===== src/rtl/timekeeper_if.sv =====
// Control and time bus of the timekeeper core: count/load/alarm controls
// driven by the clock top level, registered time and pulses back from the core.
interface timekeeper_if #(
  parameter int CLK_HZ = 100_000_000
);
  localparam int CNT_W = $clog2(CLK_HZ);

  // load is a single-cycle request with no ready: it is sampled on the edge
  // where it is high and answered on that same edge, either by taking the
  // load_* values or by a one-cycle load_err pulse; it must not be held high.
  logic             en;
  logic             mode_12h;
  logic             load;
  logic [4:0]       load_hour;
  logic [5:0]       load_minute;
  logic [5:0]       load_second;
  logic             alarm_en;
  logic [4:0]       alarm_hour;
  logic [5:0]       alarm_minute;

  logic [5:0]       second;
  logic [5:0]       minute;
  logic [4:0]       hour;
  logic [4:0]       disp_hour;
  logic             pm;
  logic [CNT_W-1:0] sec_count;
  logic             sec_tick;
  logic             day_tick;
  logic             alarm;
  logic             load_err;

  modport master (
    output en, mode_12h, load, load_hour, load_minute, load_second,
           alarm_en, alarm_hour, alarm_minute,
    input  second, minute, hour, disp_hour, pm, sec_count,
           sec_tick, day_tick, alarm, load_err
  );

  modport slave (
    input  en, mode_12h, load, load_hour, load_minute, load_second,
           alarm_en, alarm_hour, alarm_minute,
    output second, minute, hour, disp_hour, pm, sec_count,
           sec_tick, day_tick, alarm, load_err
  );
endinterface


===== src/rtl/timekeeper.sv =====
// Real-time clock core: prescales clk to a 1 Hz tick and keeps hh:mm:ss with
// validated load, 12/24-hour display and a single daily alarm.
module timekeeper #(
  parameter int CLK_HZ = 100_000_000
) (
  input  logic          clk,
  input  logic          reset_n,
  timekeeper_if.slave   bus
);
  localparam int CNT_W = $clog2(CLK_HZ);
  localparam logic [CNT_W-1:0] TC = CNT_W'(CLK_HZ - 1);

  logic [CNT_W-1:0] sec_count_q;
  logic [5:0]       second_q;
  logic [5:0]       minute_q;
  logic [4:0]       hour_q;
  logic             sec_tick_q;
  logic             day_tick_q;
  logic             alarm_q;
  logic             load_err_q;

  logic             terminal;
  logic             load_ok;
  logic [5:0]       second_inc;
  logic [5:0]       minute_inc;
  logic [4:0]       hour_inc;
  logic             day_wrap;
  logic             alarm_hit;

  assign terminal = bus.en && (sec_count_q == TC);
  assign load_ok  = bus.load && (bus.load_hour < 5'd24) &&
                    (bus.load_minute < 6'd60) && (bus.load_second < 6'd60);

  // Time one second ahead of the current value, with carries.
  always_comb begin
    second_inc = second_q + 6'd1;
    minute_inc = minute_q;
    hour_inc   = hour_q;
    day_wrap   = 1'b0;
    if (second_q == 6'd59) begin
      second_inc = 6'd0;
      minute_inc = minute_q + 6'd1;
      if (minute_q == 6'd59) begin
        minute_inc = 6'd0;
        hour_inc   = hour_q + 5'd1;
        if (hour_q == 5'd23) begin
          hour_inc = 5'd0;
          day_wrap = 1'b1;
        end
      end
    end
  end

  // hour_inc never exceeds 23 and minute_inc never exceeds 59, so an
  // out-of-range alarm time can never compare equal.
  assign alarm_hit = bus.alarm_en && (second_inc == 6'd0) &&
                     (minute_inc == bus.alarm_minute) &&
                     (hour_inc == bus.alarm_hour);

  always_ff @(posedge clk) begin
    if (reset_n) begin
      sec_count_q <= '0;
      second_q    <= '0;
      minute_q    <= '0;
      hour_q      <= '0;
      sec_tick_q  <= 1'b0;
      day_tick_q  <= 1'b0;
      alarm_q     <= 1'b0;
      load_err_q  <= 1'b0;
    end else begin
      sec_tick_q <= 1'b0;
      day_tick_q <= 1'b0;
      alarm_q    <= 1'b0;
      load_err_q <= bus.load && !load_ok;
      if (load_ok) begin
        sec_count_q <= '0;
        second_q    <= bus.load_second;
        minute_q    <= bus.load_minute;
        hour_q      <= bus.load_hour;
      end else if (terminal) begin
        sec_count_q <= '0;
        second_q    <= second_inc;
        minute_q    <= minute_inc;
        hour_q      <= hour_inc;
        sec_tick_q  <= 1'b1;
        day_tick_q  <= day_wrap;
        alarm_q     <= alarm_hit;
      end else if (bus.en) begin
        sec_count_q <= sec_count_q + 1'b1;
      end
    end
  end

  // Display conversion only; the stored hour is always 24-hour.
  always_comb begin
    bus.disp_hour = hour_q;
    bus.pm        = 1'b0;
    if (bus.mode_12h) begin
      if (hour_q == 5'd0) begin
        bus.disp_hour = 5'd12;
      end else if (hour_q == 5'd12) begin
        bus.pm = 1'b1;
      end else if (hour_q > 5'd12) begin
        bus.disp_hour = hour_q - 5'd12;
        bus.pm        = 1'b1;
      end
    end
  end

  assign bus.sec_count = sec_count_q;
  assign bus.second    = second_q;
  assign bus.minute    = minute_q;
  assign bus.hour      = hour_q;
  assign bus.sec_tick  = sec_tick_q;
  assign bus.day_tick  = day_tick_q;
  assign bus.alarm     = alarm_q;
  assign bus.load_err  = load_err_q;
endmodule


===== src/flat_wrapper.sv =====
// flat-port wrapper written by rule: the top's interface ports become plain ports
module timekeeper_flat 
#(
  parameter int CLK_HZ = 100_000_000
)
  (clk, reset_n, bus_en, bus_mode_12h, bus_load, bus_load_hour, bus_load_minute, bus_load_second, bus_alarm_en, bus_alarm_hour, bus_alarm_minute, bus_second, bus_minute, bus_hour, bus_disp_hour, bus_pm, bus_sec_count, bus_sec_tick, bus_day_tick, bus_alarm, bus_load_err);
  timekeeper_if #(.CLK_HZ(CLK_HZ)) bus_i ();
  input  logic clk;
  input  logic reset_n;
  input wire logic [$bits(bus_i.en)-1:0] bus_en;
  input wire logic [$bits(bus_i.mode_12h)-1:0] bus_mode_12h;
  input wire logic [$bits(bus_i.load)-1:0] bus_load;
  input wire logic [$bits(bus_i.load_hour)-1:0] bus_load_hour;
  input wire logic [$bits(bus_i.load_minute)-1:0] bus_load_minute;
  input wire logic [$bits(bus_i.load_second)-1:0] bus_load_second;
  input wire logic [$bits(bus_i.alarm_en)-1:0] bus_alarm_en;
  input wire logic [$bits(bus_i.alarm_hour)-1:0] bus_alarm_hour;
  input wire logic [$bits(bus_i.alarm_minute)-1:0] bus_alarm_minute;
  output wire logic [$bits(bus_i.second)-1:0] bus_second;
  output wire logic [$bits(bus_i.minute)-1:0] bus_minute;
  output wire logic [$bits(bus_i.hour)-1:0] bus_hour;
  output wire logic [$bits(bus_i.disp_hour)-1:0] bus_disp_hour;
  output wire logic [$bits(bus_i.pm)-1:0] bus_pm;
  output wire logic [$bits(bus_i.sec_count)-1:0] bus_sec_count;
  output wire logic [$bits(bus_i.sec_tick)-1:0] bus_sec_tick;
  output wire logic [$bits(bus_i.day_tick)-1:0] bus_day_tick;
  output wire logic [$bits(bus_i.alarm)-1:0] bus_alarm;
  output wire logic [$bits(bus_i.load_err)-1:0] bus_load_err;
  assign bus_i.en = bus_en;
  assign bus_i.mode_12h = bus_mode_12h;
  assign bus_i.load = bus_load;
  assign bus_i.load_hour = bus_load_hour;
  assign bus_i.load_minute = bus_load_minute;
  assign bus_i.load_second = bus_load_second;
  assign bus_i.alarm_en = bus_alarm_en;
  assign bus_i.alarm_hour = bus_alarm_hour;
  assign bus_i.alarm_minute = bus_alarm_minute;
  assign bus_second = bus_i.second;
  assign bus_minute = bus_i.minute;
  assign bus_hour = bus_i.hour;
  assign bus_disp_hour = bus_i.disp_hour;
  assign bus_pm = bus_i.pm;
  assign bus_sec_count = bus_i.sec_count;
  assign bus_sec_tick = bus_i.sec_tick;
  assign bus_day_tick = bus_i.day_tick;
  assign bus_alarm = bus_i.alarm;
  assign bus_load_err = bus_i.load_err;
  timekeeper #(.CLK_HZ(CLK_HZ)) u_core (.clk(clk), .reset_n(reset_n), .bus(bus_i));
endmodule

===== config.mk =====
export PLATFORM = sky130hd
export DESIGN_NAME = timekeeper_flat
export DESIGN_NICKNAME = d
export VERILOG_FILES = /design/src/rtl/timekeeper_if.sv /design/src/rtl/timekeeper.sv /design/src/flat_wrapper.sv
export SDC_FILE = /design/constraint.sdc
export NUM_CORES = 1
export LEC_CHECK = 0
export ABC_AREA = 0
export CAP_MARGIN = 10
export CORE_MARGIN = 8
export CORE_UTILIZATION = 40
export CTS_CLUSTER_DIAMETER = 100
export DETAILED_ROUTE_END_ITERATION = 12
export GPL_TIMING_DRIVEN = 0
export PLACE_DENSITY = 0.74
export SETUP_SLACK_MARGIN = 0.2
export SYNTH_ARGS = -nofsm -noshare
export SYNTH_HDL_FRONTEND = slang
export SYNTH_SLANG_ARGS = --single-unit

===== constraint.sdc =====
create_clock -name clk -period 3.03 [get_ports clk]
set_input_delay 0.303 -clock clk [delete_from_list [all_inputs] [get_ports clk]]
set_output_delay 0.303 -clock clk [all_outputs]
set_load 0.05 [all_outputs]

==> Word-level counts from Yosys, hierarchy flattened <==
Index checks and enable logic that the tools add are counted.
{ "totals": {"regBits": 48, "in_bits": 34, "output_inout_bits": 54} }
{ "classes": {"n_addsub": 5, "order_cmp": 4, "eq_ne": 7, "muxes": 22, "bitwise": 3, "n_reduce_logical": 16} }
{ "ops": {"columns": ["cell", "count"], "rows": [
  ["$mux 5", 9],
  ["$mux 6", 7],
  ["$add 27x1->27 const B", 1],
  ["$eq 27x27->1 const B", 1],
  ["$add 6x1->6 const B", 2],
  ["$eq 6x6->1 const B", 2],
  ["$lt 6x6->1 const B", 2],
  ["$logic_and 1x1->1", 8],
  ["$eq 6x6->1", 1],
  ["$logic_not 6->1", 1],
  ["$mux 1", 6],
  ["$reduce_or 3->1", 2],
  ["$add 5x1->5 const B", 1],
  ["$eq 5x4->1 const B", 1],
  ["$eq 5x5->1", 1],
  ["$eq 5x5->1 const B", 1],
  ["$gt 5x4->1 const B", 1],
  ["$logic_not 5->1", 1],
  ["$lt 5x5->1 const B", 1],
  ["$reduce_or 5->1", 1],
  ["$sub 5x4->5 const B", 1],
  ["$not 1->1", 3],
  ["$reduce_bool 2->1", 1],
  ["$reduce_or 2->1", 1],
  ["$logic_not 1->1", 1]
]} }

==> Logic depth before layout (Yosys ltp) <==
Gate-level depths: netlist of the first run.
{ "logic_depth": {"ltp_word": 6, "ltp_mapped": 9, "ltp_nobuf": 8} }

==> Least setup slack after synthesis of the first run <==
No wires, ideal clock.
{ "synth_timing": {"kind": "register to register", "from": "register u_core.sec_count_q[0] (netlist: u_core.bus.sec_count[0])", "to": "register u_core.hour_q[3] (netlist: u_core.bus.hour[3])", "arrival_ps": 2498, "path_slack_ps": 441, "stages_incl_launch_ff": 8, "n_path_buf": 1, "period_less_slack_ps": 2589, "cell_sequence": "dfxtp_1 -> ha_1 -> and4_1 -> buf_4 -> nand3_4 -> or4_4 -> or3_1 -> a311oi_1"} }
{ "synth_between": {"elab_chain_cells": 3} }
{ "synth_rtl": {"columns": ["item", "line", "text"], "rows": [
  ["start: declaration", "timekeeper.sv:13", "logic [CNT_W-1:0] sec_count_q;"],
  ["start signal: assignment", "timekeeper.sv:89", "sec_count_q <= sec_count_q + 1'b1;"],
  ["$eq 27x27->1", "timekeeper.sv:30", "assign terminal = bus.en && (sec_count_q == TC);"],
  ["$logic_and 1x1->1", "timekeeper.sv:30", null],
  ["$reduce_bool 2->1 (no line)", null, null],
  ["end signal: assignment", "timekeeper.sv:79", "hour_q <= bus.load_hour;"],
  ["end signal: assignment", "timekeeper.sv:84", "hour_q <= hour_inc;"],
  ["end: declaration", "timekeeper.sv:16", "logic [4:0] hour_q;"]
]} }
Every way passes these cells.
A chain may end at the register's enable or synchronous reset.

==> Final worst setup path of the first run <==
{ "layout_timing": {"from": "register u_core.hour_q[2] (netlist: u_core.bus.hour[2])", "to": "output bus_disp_hour[0]"} }
{ "layout_between": {"elab_chain_cells": 5} }
{ "layout_rtl": {"columns": ["item", "line", "text"], "rows": [
  ["$gt 5x4->1", "timekeeper.sv:103", "end else if (hour_q > 5'd12) begin"],
  ["$mux 5", "timekeeper.sv:103", null],
  ["$mux 5", "timekeeper.sv:101", "end else if (hour_q == 5'd12) begin"],
  ["$mux 5 *", "timekeeper.sv:99", "if (hour_q == 5'd0) begin"],
  ["$mux 5 *", "timekeeper.sv:98", "if (bus.mode_12h) begin"],
  ["end: declaration", "flat_wrapper.sv:22", "output wire logic [$bits(bus_i.disp_hour)-1:0] bus_disp_hour;"]
]} }
Mark *: on every way between the ends. The rest lies on a longest branch, timed or not.

==> flow_metrics.tcl, run 1 <==
set metrics [dict create \
    run_status "complete, no violations" \
    cts.path.max_buffers 2 \
    route.detailed.wl_per_inst_um 17.6 \
    synth-warning-count 0 \
    fin_crit_share_pct 89.4 \
    setup.worst_path.class "flop to primary output" \
    cp_max_fo 9 \
    drt_first_pass_iters 4 \
    dp.final_hpwl_um 8140 \
    synth.distinct_cells 57 \
    first_pass_grt_wire_length_um 17200 \
    cts_setup_buffers 0 \
    detail_route.vias_per_cell 5.77 \
    clock_transition_at_path_regs_ns 0.10 \
    timing.hold.worst.class "flop to flop" \
    tritoncts_clock_tree "done" \
    clk_root_buffer_cell "sky130_fd_sc_hd__clkbuf_8" \
    synthArstFlopShare_pct 0 \
    syn-cell-area_um2 3160 \
    critical_path.endpoint "bus_disp_hour[0]" \
    net-switching-power_w 0.000524 \
    postLayoutSetupSlackWorst_ns 0.322 \
    holdCritStartpoint "u_core.bus.sec_count[19]" \
    final_hold_viol_count 0 \
    global_route.usage.total_pct 18.8 \
    ff2ff_setup_slack_ns 0.43 \
    power.combinational.fraction_pct 26.5 \
    pwr_density_cell_nw_per_um2 349 \
    timing.critical_path.from_type "flop" \
    cts-hold-fix-buffers 0 \
    grt_remaining_overflow 0 \
    detailed_place.area_um2 4160 \
    ctsHtreeMaxLevel 2 \
    final_area_um2 4280 \
    die_w_um 105 \
    min_period_ns 2.71 \
    slew_headroom_pct 32.1 \
    final_layout_size_suffix_gt1_share_pct 5.16 \
    rsz0062_at_grt "no" \
    die-area_um2 11000 \
    seq_area_frac_synth_pct 30.4 \
    ant_nets 0 \
    antenna_cells_inserted 0 \
    synth_flop_cell "sky130_fd_sc_hd__dfxtp_1" \
    placeableCoreArea_um2 7690 \
    start_util_pct 41.1 \
    placement.io_buffers 87 \
    yosys.cell_count.top_type "sky130_fd_sc_hd__nor2_1" \
    worst_r2r_startpoint "u_core.bus.minute[0]" \
    crit-reg2reg-capture "u_core.bus.alarm" \
    cells_after_synthesis 409 \
    internal_power_w 0.000970 \
    die-height_um 105 \
    power.share.sequential_pct 45.6 \
    worstPathRequired_ns 2.73 \
    clock_power_share_pct 27.8 \
    syn_to_final_growth_pct 35.5 \
    vdd.ir_drop.worst_uv 212 \
    cellLeakagePower_nw 1.55 \
    place.gp.congestion 0.963 \
    cts_buffers 5 \
    largest_area_contributor_in_the_synthesized_netlist "sky130_fd_sc_hd__dfxtp_1" \
    clock_latency_on_the_worst_skew_pair_ns 0.31 \
    max_freq_mhz 369 \
    crit_path_end_kind "primary output" \
    synthesis.area_per_instance_um2 7.73 \
    ys_seq_elements 48 \
    worstMarginPinSlew_ns 1.01 \
    swShare_pct 35.1 \
    finalSetupTns_ns 0 \
    drc_errors 0 \
    finish.utilization_pct 55.7 \
    critPathLaunch "u_core.bus.hour[2]" \
    syn-num-nets 452 \
    rr_worst_depth 8 \
    synthTopCellsByCount "sky130_fd_sc_hd__nor2_1 (60), sky130_fd_sc_hd__dfxtp_1 (48), sky130_fd_sc_hd__nand2_1 (36)" \
    grt_antenna_before_repair 0 \
    finalNetCount 546 \
    dp_slack_ns 0.0806 \
    drt-met1-wl_um 4690 \
    post-synth-top-area-fraction_pct 30.4 \
    critical_path_arrival_ns 2.40 \
    grt_pass1_vias 3388 \
    synth_edf_count 0 \
    drtIter0Drc 191 \
    grt_start_max_net_pins 18 \
    cap_viol_max_count 0 \
    detail_route.wirelength_um 10600 \
    num_rows 32 \
    ys_top_cells_by_area "sky130_fd_sc_hd__dfxtp_1 (30%), sky130_fd_sc_hd__nor2_1 (7.1%), sky130_fd_sc_hd__xor2_1 (4.7%), sky130_fd_sc_hd__xnor2_1 (4.4%), sky130_fd_sc_hd__nand2_1 (4.3%)" \
    route.vias.total 3494 \
    wl_met3_um 840 \
    boundaryPins 88 \
    hold_ws_ns 0.535 \
    setup_violations 0 \
    detailroute.wirelength.met2_um 4880 \
    timing.final.max_slew_violations 0 \
    route.top_layer_used "met4" \
    numClockSinks 48 \
    skew_ns 0.00630 \
]
-- area by class of cell --
class / count / area (um2)
multi-input cells: 325 / 2070
plain buffers: 22 / 98.8
inverters: 14 / 52.6
clock inverters: 3 / 25.0
flip-flops and latches: 48 / 961
repair buffers: 87 / 880
well taps: 102 / 128
fillers: 761 / 3400
clock buffers: 5 / 68.8
-- critical path: stages, from the launching register on --
cell,delay [ns]
sky130_fd_sc_hd__dfxtp_1,0.51
sky130_fd_sc_hd__inv_1,0.20
sky130_fd_sc_hd__ha_1,0.28
sky130_fd_sc_hd__nand3_1,0.14
sky130_fd_sc_hd__nor2_1,0.07
sky130_fd_sc_hd__nor2_1,0.08
sky130_fd_sc_hd__clkdlybuf4s50_1,0.81
-- how the worst min path moves through the flow --
stage | end | cells past startpoint
after CTS | u_core.bus.sec_count[19] | 2
after floorplan | u_core.bus.second[4] | 2
after global routing | u_core.bus.sec_count[19] | 2
final | u_core.bus.sec_count[19] | 2
after detailed placement | u_core.bus.sec_count[19] | 2
after global placement | u_core.bus.sec_count[19] | 2
-- flip-flops by register name, indices dropped and copies added, names as in the netlist --
signal and cells:
u_core.bus.sec_count 27, u_core.bus.minute 6, u_core.bus.second 6, u_core.bus.hour 5
u_core.bus.alarm 1, u_core.bus.day_tick 1, u_core.bus.load_err 1, u_core.bus.sec_tick 1
-- layer usage --
metal,global-route usage [%],vias to the layer above
li1,-,1678
met1,24.3,1653
met2,30.5,145
met3,3.69,18
met4,6.52,0
met5,0,-
-- cells in the final DEF (no fill, tap or decap), types with 3 or more instances in the layout --
cell type | netlist | routed
sky130_fd_sc_hd__dlymetal6s2s_1 | 0 | 4
sky130_fd_sc_hd__nor4_1 | 6 | 6
sky130_fd_sc_hd__a31oi_1 | 3 | 3
sky130_fd_sc_hd__xnor2_1 | 16 | 16
sky130_fd_sc_hd__o211ai_1 | 4 | 4
sky130_fd_sc_hd__and3_1 | 10 | 10
sky130_fd_sc_hd__a211oi_1 | 6 | 6
sky130_fd_sc_hd__nand3_1 | 21 | 21
sky130_fd_sc_hd__or3_1 | 9 | 9
sky130_fd_sc_hd__nand2b_1 | 5 | 5
sky130_fd_sc_hd__clkbuf_8 | 0 | 5
sky130_fd_sc_hd__o21ai_1 | 6 | 6
sky130_fd_sc_hd__nor3b_1 | 3 | 3
sky130_fd_sc_hd__nor2_1 | 60 | 60
sky130_fd_sc_hd__clkdlybuf4s50_1 | 0 | 82
sky130_fd_sc_hd__nor3_1 | 9 | 9
sky130_fd_sc_hd__o21ai_0 | 14 | 14
sky130_fd_sc_hd__buf_2 | 8 | 8
sky130_fd_sc_hd__clkbuf_1 | 13 | 11
sky130_fd_sc_hd__mux2i_1 | 7 | 7
sky130_fd_sc_hd__o221ai_1 | 3 | 3
sky130_fd_sc_hd__dfxtp_1 | 48 | 48
sky130_fd_sc_hd__xor2_1 | 17 | 17
sky130_fd_sc_hd__a21oi_1 | 13 | 13
sky130_fd_sc_hd__ha_1 | 9 | 9
sky130_fd_sc_hd__inv_1 | 14 | 14
sky130_fd_sc_hd__nand4_1 | 16 | 16
sky130_fd_sc_hd__and2_1 | 3 | 3
sky130_fd_sc_hd__a311oi_1 | 10 | 10
sky130_fd_sc_hd__nand2_1 | 36 | 36
-- metrics by stage --
| stage | instances | total power [W] |
|---|---|---|
| after CTS | 606 | 0.00151 |
| after floorplan | 409 | 0.000931 |
| after global routing | 606 | 0.00157 |
| after detailed placement | 598 | 0.00109 |
| after global placement | 598 | 0.00109 |
| final | 606 | 0.00149 |
-- repair_timing --
action,in CTS,in global routing
pin swaps,0,1
resized for setup,1,11
endpoints found under the hold margin,0,0
setup endpoints to repair,1,8
-- kinds of logic after synthesis --
logic type	after synthesis	share of synthesized area [%]
xor+xnor	33	9.14
simple gates	194	31.8
fa+ha+maj	9	3.56
compound gates	82	18.2
mux	7	2.22
buf+inv	36	4.71
flops	48	30.4
-- power by group through the flow --
| stage | registers (W) | logic [W] | clock network (W) |
|---|---|---|---|
| 3_3_place_gp | 0.000695 | 0.000395 | 0 |
| 6_report | 0.000682 | 0.000397 | 0.000416 |
| 5_1_grt | 0.000686 | 0.000427 | 0.000453 |
| 4_1_cts | 0.000681 | 0.000396 | 0.000431 |
| 2_1_floorplan | 0.000757 | 0.000175 | 0 |
| 3_5_place_dp | 0.000696 | 0.000396 | 0 |
Note: power is estimated with default switching activity, not from simulation.
==> inputs of run 2 (changes only) <==
--- a/config.mk
+++ b/config.mk
@@ -6,13 +6,13 @@
 export NUM_CORES = 1
 export LEC_CHECK = 0
 export ABC_AREA = 0
-export CAP_MARGIN = 10
+export CAP_MARGIN = 0
 export CORE_MARGIN = 8
-export CORE_UTILIZATION = 40
+export CORE_UTILIZATION = 25
 export CTS_CLUSTER_DIAMETER = 100
 export DETAILED_ROUTE_END_ITERATION = 12
 export GPL_TIMING_DRIVEN = 0
-export PLACE_DENSITY = 0.74
+export PLACE_DENSITY = 0.52
 export SETUP_SLACK_MARGIN = 0.2
 export SYNTH_ARGS = -nofsm -noshare
 export SYNTH_HDL_FRONTEND = slang
==> run 2 against run 1 <==
- sequential cell count did not move
- clock power increased by 61%
- critical path depth is 2 higher
- final cell count increased by 12%
- routed wire length is 11% higher
- register-to-register slack worse by 0.13 ns
- clock skew rose by 0.00077 ns
- maximum frequency down 0.91%
- non-clock buffer count unchanged
==> flow_metrics.tcl, run 2 (synthesized netlist as in run 1, its figures left out) <==
set metrics [dict create \
    finalNetCount 546 \
    critical_path_arrival_ns 2.93 \
    clk_root_buffer_cell "sky130_fd_sc_hd__clkbuf_16" \
    cpPeakStageDelay_ns 0.45 \
    antenna_cells_inserted 0 \
    grt_remaining_overflow 0 \
    die-area_um2 16500 \
    first_pass_grt_wire_length_um 18400 \
    dp.final_hpwl_um 8910 \
    worstMarginPinSlew_ns 0.844 \
    vdd.ir_drop.worst_uv 220 \
    detail_route.wirelength_um 11800 \
    ant_nets 0 \
    cap_viol_max_count 0 \
    numClockSinks 48 \
    worstPathRequired_ns 3.23 \
    grt_antenna_before_repair 0 \
    hold_ws_ns 0.544 \
    final_layout_size_suffix_gt1_share_pct 4.96 \
    crit_path_end_kind "flop" \
    setup.worst_path.class "flop to flop" \
    setup_violations 0 \
    cts_buffers 5 \
    grt_pass1_vias 3345 \
    drt_first_pass_iters 5 \
    die_w_um 128 \
    drtIter0Drc 354 \
    ff2ff_setup_slack_ns 0.30 \
    global_route.usage.total_pct 14.1 \
    run_status "complete, no violations" \
    rsz0062_at_grt "no" \
    tritoncts_clock_tree "done" \
    route.vias.total 3452 \
    detail_route.vias_per_cell 5.11 \
    pwr_density_cell_nw_per_um2 396 \
    grt_start_max_net_pins 17 \
    boundaryPins 88 \
    die-height_um 128 \
    slew_headroom_pct 43.0 \
    route.detailed.wl_per_inst_um 17.4 \
    timing.hold.worst.class "flop to flop" \
    largest_reg_flops 27 \
    ctsHtreeMaxLevel 2 \
    num_rows 41 \
    cp_num_buf_inv 1 \
    final_hold_viol_count 0 \
    cp_cell_sequence "ha_2, and3b_1, clkbuf_1, nand3_2, o311a_1, a221oi_1, nand4_1, nor4_1" \
    placeableCoreArea_um2 12500 \
    cts.path.max_buffers 2 \
    finalPower_w 0.00175 \
    top_family_by_delay_on_critical_path "simple AND/OR/NAND/NOR gates" \
    cp_max_fo 10 \
    mostFrequentLayoutCells "sky130_fd_sc_hd__clkdlybuf4s50_1 (82), sky130_fd_sc_hd__nor2_1 (60), sky130_fd_sc_hd__dfxtp_1 (48)" \
    syn_to_final_growth_pct 40.1 \
    slowest_stage "sky130_fd_sc_hd__dfxtp_1" \
    max_freq_mhz 366 \
    timing.final.max_slew_violations 0 \
    postLayoutSetupSlackWorst_ns 0.297 \
    placement.io_buffers 87 \
    min_period_ns 2.73 \
    fin_crit_share_pct 90.2 \
    clock_transition_at_path_regs_ns 0.07 \
    timing.critical_path.from_type "flop" \
    drc_errors 0 \
    most_common_library_cell_in_the_layout_ignoring_fill_and_taps "sky130_fd_sc_hd__clkdlybuf4s50_1" \
    clock_latency_on_the_worst_skew_pair_ns 0.30 \
    cellLeakagePower_nw 1.55 \
    place.gp.congestion 0.862 \
    finish.utilization_pct 35.5 \
    start_util_pct 25.4 \
    dp_slack_ns -0.00115 \
    skew_ns 0.00707 \
]
[run 2: cell count changes in the layout (fill, tap and decap cells not counted), sizes merged]
cell | before | now
dlygate4sd2 | 1 | 2
clkinv | 0 | 2
bufinv | 0 | 1
dlymetal6s2s | 4 | 3
clkinvlp | 1 | 0
inv | 16 | 14
[run 2: layout make-up]
class | instances | area, um2
flip-flops and latches | 48 | 961
inverters | 14 | 52.6
multi-input cells | 325 | 2050
well taps | 172 | 215
clock inverters | 3 | 47.5
clock buffers | 5 | 125
fillers | 1334 | 8040
plain buffers | 22 | 96.3
repair buffers | 87 | 876
[run 2: worst reg2reg max path, cell delays in order, from the launching register on]
cell	delay [ns]
sky130_fd_sc_hd__dfxtp_1	0.45
sky130_fd_sc_hd__ha_2	0.31
sky130_fd_sc_hd__and3b_1	0.17
sky130_fd_sc_hd__clkbuf_1	0.27
sky130_fd_sc_hd__nand3_2	0.25
sky130_fd_sc_hd__o311a_1	0.45
sky130_fd_sc_hd__a221oi_1	0.30
sky130_fd_sc_hd__nand4_1	0.14
sky130_fd_sc_hd__nor4_1	0.30
[run 2: path summary, 6_finish.rpt]
path,from,endpoint,depth (start not counted)
hold reg to reg,u_core.bus.sec_count[24],u_core.bus.sec_count[24],2
setup reg to reg,u_core.bus.second[1],u_core.bus.alarm,8
setup / recovery,u_core.bus.second[1],u_core.bus.alarm,8
hold / removal,u_core.bus.sec_count[24],u_core.bus.sec_count[24],2
[run 2: report_power, final]
| group | internal, W | total (W) | switching [W] |
|---|---|---|---|
| registers | 0.000650 | 0.000683 | 0.0000321 |
| logic | 0.000149 | 0.000399 | 0.000249 |
| clock network | 0.000393 | 0.000671 | 0.000278 |
[run 2: timing repair]
| item | 4_1_cts | 5_1_grt |
|---|---|---|
| gates resized for setup | 2 | 4 |
| buffers inserted | 0 | 0 |
| pin swaps | 0 | 1 |
| setup endpoints to repair | 2 | 24 |
| hold buffers | 0 | 0 |
[run 2: metal layers]
metal | global-route usage [%] | wire, um | part of all wire (%)
met1 | 17.4 | 5220 | 44
met2 | 23.6 | 5400 | 46
met3 | 4.22 | 982 | 8.3
met5 | 0 | 0 | 0
met4 | 2.80 | 171 | 1.5
[run 2: through the flow]
| stage | instances | setup TNS (ns) | area (um2) |
|---|---|---|---|
| final | 676 | 0 | 4430 |
| after global routing | 676 | 0 | 4430 |
| after CTS | 676 | 0 | 4420 |
| after detailed placement | 668 | -0.00115 | 4250 |
| after global placement | 668 | 0 | 4250 |
| after floorplan | 409 | 0 | 3160 |
==> inputs of run 3 (changes only) <==
--- a/config.mk
+++ b/config.mk
@@ -7,7 +7,6 @@
 export LEC_CHECK = 0
 export ABC_AREA = 0
 export CAP_MARGIN = 0
-export CORE_MARGIN = 8
 export CORE_UTILIZATION = 25
 export CTS_CLUSTER_DIAMETER = 100
 export DETAILED_ROUTE_END_ITERATION = 12
==> run 3 against run 2 <==
- sequential share of layout area about the same
- first-iteration DRC count decreased by 38%
- power decreased by 4.6%
- worst hold slack about the same
- sequential cell count unchanged
- utilization increased by 0.96 points
- highest routed layer unchanged
- critical path depth unchanged
==> flow_metrics.tcl, run 3 (synthesized netlist as in run 1, its figures left out) <==
set metrics [dict create \
    filler_cell_count 1310 \
    first_pass_grt_wire_length_um 17800 \
    drt-met1-wl_um 5050 \
    vdd.ir_drop.worst_uv 186 \
    finalSetupTns_ns 0 \
    min_period_ns 2.76 \
    cap_viol_max_count 0 \
    postLayoutSetupSlackWorst_ns 0.274 \
    area.sequential_um2 962 \
    finish.utilization_pct 36.5 \
    antenna_cells_inserted 0 \
    final_hold_viol_count 0 \
    drt_first_pass_iters 5 \
    dpl.cell_count 664 \
    clk_root_buffer_cell "sky130_fd_sc_hd__clkbuf_16" \
    drc_errors 0 \
    grt_start_max_net_pins 16 \
    die_w_um 114 \
    clock_latency_on_the_worst_skew_pair_ns 0.29 \
    detail_route.wirelength_um 11100 \
    clock_transition_at_path_regs_ns 0.07 \
    final_area_um2 4440 \
    timing.critical_path.from_type "flop" \
    grt_remaining_overflow 0 \
    finalNetCount 549 \
    max_freq_mhz 363 \
    global_route.usage.total_pct 17.4 \
    final_layout_size_suffix_gt1_share_pct 5.92 \
    cts_buffers 5 \
    worstMarginPinSlew_ns 0.859 \
    pwr_density_cell_nw_per_um2 377 \
    setup_violations 0 \
    cts.path.max_buffers 2 \
    route.detailed.wl_per_inst_um 16.5 \
    num_rows 40 \
    drtIter0Drc 221 \
    cp_max_fo 10 \
    crit_path_end_kind "flop" \
    skew_ns 0.00351 \
    place.gp.congestion 0.870 \
    dp.final_hpwl_um 8360 \
    mostFrequentLayoutCells "sky130_fd_sc_hd__clkdlybuf4s50_1 (81), sky130_fd_sc_hd__nor2_1 (60), sky130_fd_sc_hd__dfxtp_1 (47)" \
    start_util_pct 26.0 \
    detailroute.wirelength.met2_um 5090 \
    slowest_stage "sky130_fd_sc_hd__dfxtp_1" \
    most_common_library_cell_in_the_layout_ignoring_fill_and_taps "sky130_fd_sc_hd__clkdlybuf4s50_1" \
    numClockSinks 48 \
    rsz0062_at_grt "yes" \
    route.vias.total 3454 \
    timing.hold.worst.class "flop to flop" \
    cellLeakagePower_nw 1.57 \
    critical_path_arrival_ns 2.96 \
    ff2ff_setup_slack_ns 0.27 \
    die-height_um 114 \
    ctsHtreeMaxLevel 2 \
    ant_nets 0 \
    route.top_layer_used "met4" \
    slew_headroom_pct 41.9 \
    wl_met3_um 804 \
    grt_antenna_before_repair 0 \
    boundaryPins 88 \
    placeableCoreArea_um2 12200 \
    detail_route.vias_per_cell 5.12 \
    cp_cell_sequence "ha_2, and3b_1, clkbuf_1, nand3_2, o311a_1, a221oi_1, nand4_1, nor4_2" \
    tritoncts_clock_tree "done" \
    cpPeakStageDelay_ns 0.47 \
    detailed_place.area_um2 4240 \
    stdcell_count 675 \
    setup.worst_path.class "flop to flop" \
    timing.final.max_slew_violations 0 \
    die-area_um2 13100 \
    syn_to_final_growth_pct 40.3 \
    cts-hold-fix-buffers 0 \
    run_status "complete, no violations" \
    fin_crit_share_pct 90.9 \
    grt_pass1_vias 3374 \
    worstPathRequired_ns 3.23 \
    dp_slack_ns -0.00584 \
    placement.io_buffers 87 \
    largest_reg_flops 27 \
    multiInputGateArea_um2 2060 \
]
[run 3: cell types whose count changed in the layout (fill, tap and decap cells not counted)]
cell / before / now
sky130_fd_sc_hd__nor4_1: 6 / 5
sky130_fd_sc_hd__dfxtp_2: 0 / 1
sky130_fd_sc_hd__clkinvlp_4: 0 / 2
sky130_fd_sc_hd__dlymetal6s2s_1: 3 / 4
sky130_fd_sc_hd__clkbuf_8: 0 / 1
sky130_fd_sc_hd__dfxtp_1: 48 / 47
sky130_fd_sc_hd__nor4_2: 0 / 1
sky130_fd_sc_hd__clkdlybuf4s50_1: 82 / 81
sky130_fd_sc_hd__clkinv_4: 2 / 0
sky130_fd_sc_hd__bufinv_16: 1 / 0
sky130_fd_sc_hd__buf_4: 1 / 4
[run 3: report_power, final]
part | internal (W) | total [W] | switching (W)
registers | 0.000651 | 0.000685 | 0.0000339
logic | 0.000149 | 0.000397 | 0.000248
clock network | 0.000329 | 0.000589 | 0.000260
total | 0.00113 | 0.00167 | 0.000541
[run 3: per-layer routing]
| layer | global-route usage, % | up-vias |
|---|---|---|
| met4 | 5.37 | 0 |
| met3 | 3.76 | 14 |
| met1 | 22.7 | 1624 |
| met5 | 0 | - |
| met2 | 28.7 | 126 |
| li1 | - | 1690 |
[run 3: through the flow]
step	hold slack (ns)	power, W
final	0.544	0.00167
after floorplan	0.439	0.000931
after global routing	0.563	0.00175
after detailed placement	0.525	0.00110
after CTS	0.542	0.00169
after global placement	0.520	0.00110
[run 3: layout make-up]
cell class / instances / share of cell area, %
Sequential cell: 48 / 21.7
Tap cell: 168 / 4.74
Timing Repair Buffer: 90 / 20.3
Clock buffer: 6 / 3.13
Clock inverter: 2 / 0.339
Multi-Input combinational cell: 325 / 46.4
Inverter: 14 / 1.18
Buffer: 22 / 2.17
[run 3: worst paths after layout]
| check | startpoint | endpoint | cells after the start |
|---|---|---|---|
| worst max-delay path | u_core.bus.second[1] | u_core.bus.alarm | 8 |
| worst min-delay path | u_core.bus.sec_count[19] | u_core.bus.sec_count[19] | 2 |
| worst min register to register | u_core.bus.sec_count[19] | u_core.bus.sec_count[19] | 2 |
| worst max register to register | u_core.bus.second[1] | u_core.bus.alarm | 8 |
[run 3: repair_timing]
action | 4_1_cts | 5_1_grt
setup buffers | 0 | 3
pin swaps | 0 | 1
setup endpoints to repair | 3 | 25
gates resized for setup | 3 | 6
[run 3: critical path, delay by kind of cell, from the launching register on]
family	cells	cell delay, ns
compound gates	2	0.75
fa+ha+maj	1	0.31
buf+inv	1	0.27
flops	1	0.47
simple gates	4	0.86
==> patch, RTL diff (config.mk and constraints of run 3) <==
`CLK_HZ` is set to 100_000_000 in 3 places; all go to 25_000_000.
--- a/src/rtl/timekeeper_if.sv
+++ b/src/rtl/timekeeper_if.sv
@@ -3,3 +3,3 @@
 interface timekeeper_if #(
-  parameter int CLK_HZ = 100_000_000
+  parameter int CLK_HZ = 25_000_000
 );
--- a/src/rtl/timekeeper.sv
+++ b/src/rtl/timekeeper.sv
@@ -3,3 +3,3 @@
 module timekeeper #(
-  parameter int CLK_HZ = 100_000_000
+  parameter int CLK_HZ = 25_000_000
 ) (
--- a/src/flat_wrapper.sv
+++ b/src/flat_wrapper.sv
@@ -3,3 +3,3 @@
 #(
-  parameter int CLK_HZ = 100_000_000
+  parameter int CLK_HZ = 25_000_000
 )
Ports: changed (resized bus_sec_count); port bits go from 88 to 86. The function was not compared with the original's and may differ.
==> patch against run 3 <==
  * Synthesized cell count down 2.7%
  * Clock power up 11%
  * Largest cell class unchanged
  * Area after synthesis down 3.3%
  * Core utilization down 0.090 points
  * Power up 3.3%
  * Routed wire length down 1.2%
  * Setup slack worse by 35 ps
  * Final area down 1.9%
  * Sequential cell count down 2
==> patch: results (changes against run 3) <==
- All-Layer GR Usage: 0.175 (was 0.174)
- First-pass GRT wire length: 17600 µm (was 17800 µm)
- Number of I/O port buffers: 83 (was 87)
- Outcome: finished, final reports clean (unchanged)
- Net Switching: 0.554 mW (was 0.541 mW)
- Vias per cell: 5.20 (was 5.12)
- Worst r2r src: u_core.bus.minute[4]$_SDFFE_PP0P_ (was u_core.bus.second[1]$_SDFFE_PP0P_)
- Post-Synthesis Cells: 398 (was 409)
- Arr. time, crit path: 2980 ps (was 2960 ps)
- Layout cells sized above 1: 0.0972 (was 0.0592)
- Critical-path top delay cell: or4_1 (was dfxtp_1)
- Worst Setup SP: u_core.bus.minute[4]$_SDFFE_PP0P_ (was u_core.bus.second[1]$_SDFFE_PP0P_)
- Critical path fanouts, max: 10 (unchanged)
- Top cells by count, synth: nor2_1 (54), dfxtp_1 (46), nand2_1 (38) (was nor2_1 (60), dfxtp_1 (48), nand2_1 (36))
- Combinational power share: 0.244 (was 0.238)
- Max reg flops: 25 (was 27)
- Least-Margin Pin Slew: 716 ps (was 859 ps)
- # Post-CTS Setup Buffers: 4 (was 0)
- CTS resizes: 15 (was 3)
- Drt total wl: 11000 µm (was 11100 µm)
- Dpl hpwl: 8020 µm (was 8360 µm)
- Clock skew: 6.32 ps (was 3.51 ps)
- Post-synth top flop: dfxtp_1 (unchanged)
- CP peak stage delay: 560 ps (was 470 ps)
- Number of detailed-route iterations in the first pass: 4 (was 5)
- Vias in the first global route: 3310 (was 3374)
- Worst IR Drop VDD: 189 µV (was 186 µV)
- Pin count of the biggest net entering global routing: 15 (was 16)
- Final GP Congestion: 0.912 (was 0.870)
- Seq/Total Area, Yosys: 0.301 (was 0.304)
- R2R setup slack: 240 ps (was 270 ps)
- Syn_nets: 441 (was 452)
- Total Nets Final: 536 (was 549)
- Leak: 1.55 nW (was 1.57 nW)
- Cells after DPL: 628 (was 664)
- Hold Path Class: in2reg (was reg2reg)
- Synth top area cells: dfxtp_1 (30%), nor2_1 (6.6%), xor2_1 (6.6%) (was dfxtp_1 (30%), nor2_1 (7.1%), xor2_1 (4.7%))
- Initial DRC count: 146 (was 221)
- Seq. pwr: 0.654 mW (was 0.685 mW)
- CTS max path bufs: 2 (unchanged)
==> patch: changes by cell type in the layout (fill, tap and decap cells not counted), sizes merged, moves of 3 or more <==
cell	change
xor2	+6
a31oi	+3
xnor2	-7
o21ai	-6
or4	+4
or3	-3
nor2	-7
nand3b	+5
nand3	-7
clkbuf	+4
==> patch: cell families (layout without fill, tap and decap cells) <==
family                     count (synthesis)  after routing  share of synthesized area
muxes                                     11             11                     0.0368
DFF                                       46             46                      0.301
xor gates and xnor gates                  32             32                     0.0917
and+or+nand+nor                          191            191                      0.324
adders and majority gates                  9              9                     0.0368
buffers and inverters                     37            133                     0.0471
AOI/OAI and AO/OA                         72             72                      0.162
==> patch: worst min-delay path by stage <==
| stage | from | to | slack, ps | cells after the start |
|---|---|---|---|---|
| after floorplan | bus_load | u_core.bus.load_err$_SDFF_PP0_ | 420 | 1 |
| after global placement | u_core.bus.sec_count[22]$_SDFFE_PP0P_ | u_core.bus.sec_count[22]$_SDFFE_PP0P_ | 490 | 2 |
| after detailed placement | u_core.bus.sec_count[22]$_SDFFE_PP0P_ | u_core.bus.sec_count[22]$_SDFFE_PP0P_ | 510 | 2 |
| after CTS | bus_en | u_core.bus.sec_count[2]$_SDFFE_PP0P_ | 440 | 4 |
| after global routing | bus_en | u_core.bus.sec_count[1]$_SDFFE_PP0P_ | 470 | 3 |
| final | bus_en | u_core.bus.sec_count[2]$_SDFFE_PP0P_ | 440 | 4 |
==> patch: cell type report <==
| class | count | area, µm² |
|---|---|---|
| Tap cell | 147 | 184 |
| Clock buffer | 6 | 129 |
| Sequential cell | 46 | 945 |
| Clock inverter | 2 | 37.5 |
| Buffer | 25 | 120 |
| Timing Repair Buffer | 88 | 875 |
| Inverter | 12 | 45.0 |
| Multi-Input combinational cell | 315 | 2020 |
| Fill cell | 1260 | 7610 |
==> patch: layer usage <==
layer  vias to the layer above  wire length (µm)  GRT usage
li1                       1647                 -          -
met1                      1580              5090      0.227
met2                        94              5330      0.296
met3                        10               461     0.0340
met4                         0               104     0.0480
met5                         -                 0          0
==> patch: stage by stage <==
stage | cell area (µm²) | power (mW) | setup slack [ps] | setup TNS [ps]
2_1_floorplan | 3080 | 0.919 | 206 | 0
3_3_place_gp | 4090 | 1.08 | -173 | -2850
3_5_place_dp | 4090 | 1.09 | -145 | -2150
4_1_cts | 4320 | 1.74 | 201 | 0
5_1_grt | 4350 | 1.80 | 153 | 0
6_report | 4350 | 1.73 | 239 | 0
==> patch: worst reg2reg max path: cells and delay by family (launching register included) <==
| family | cells | cell delay [ps] |
|---|---|---|
| compound gates | 1 | 230 |
| simple gates | 5 | 1740 |
| flops | 1 | 330 |
| buf+inv | 2 | 390 |
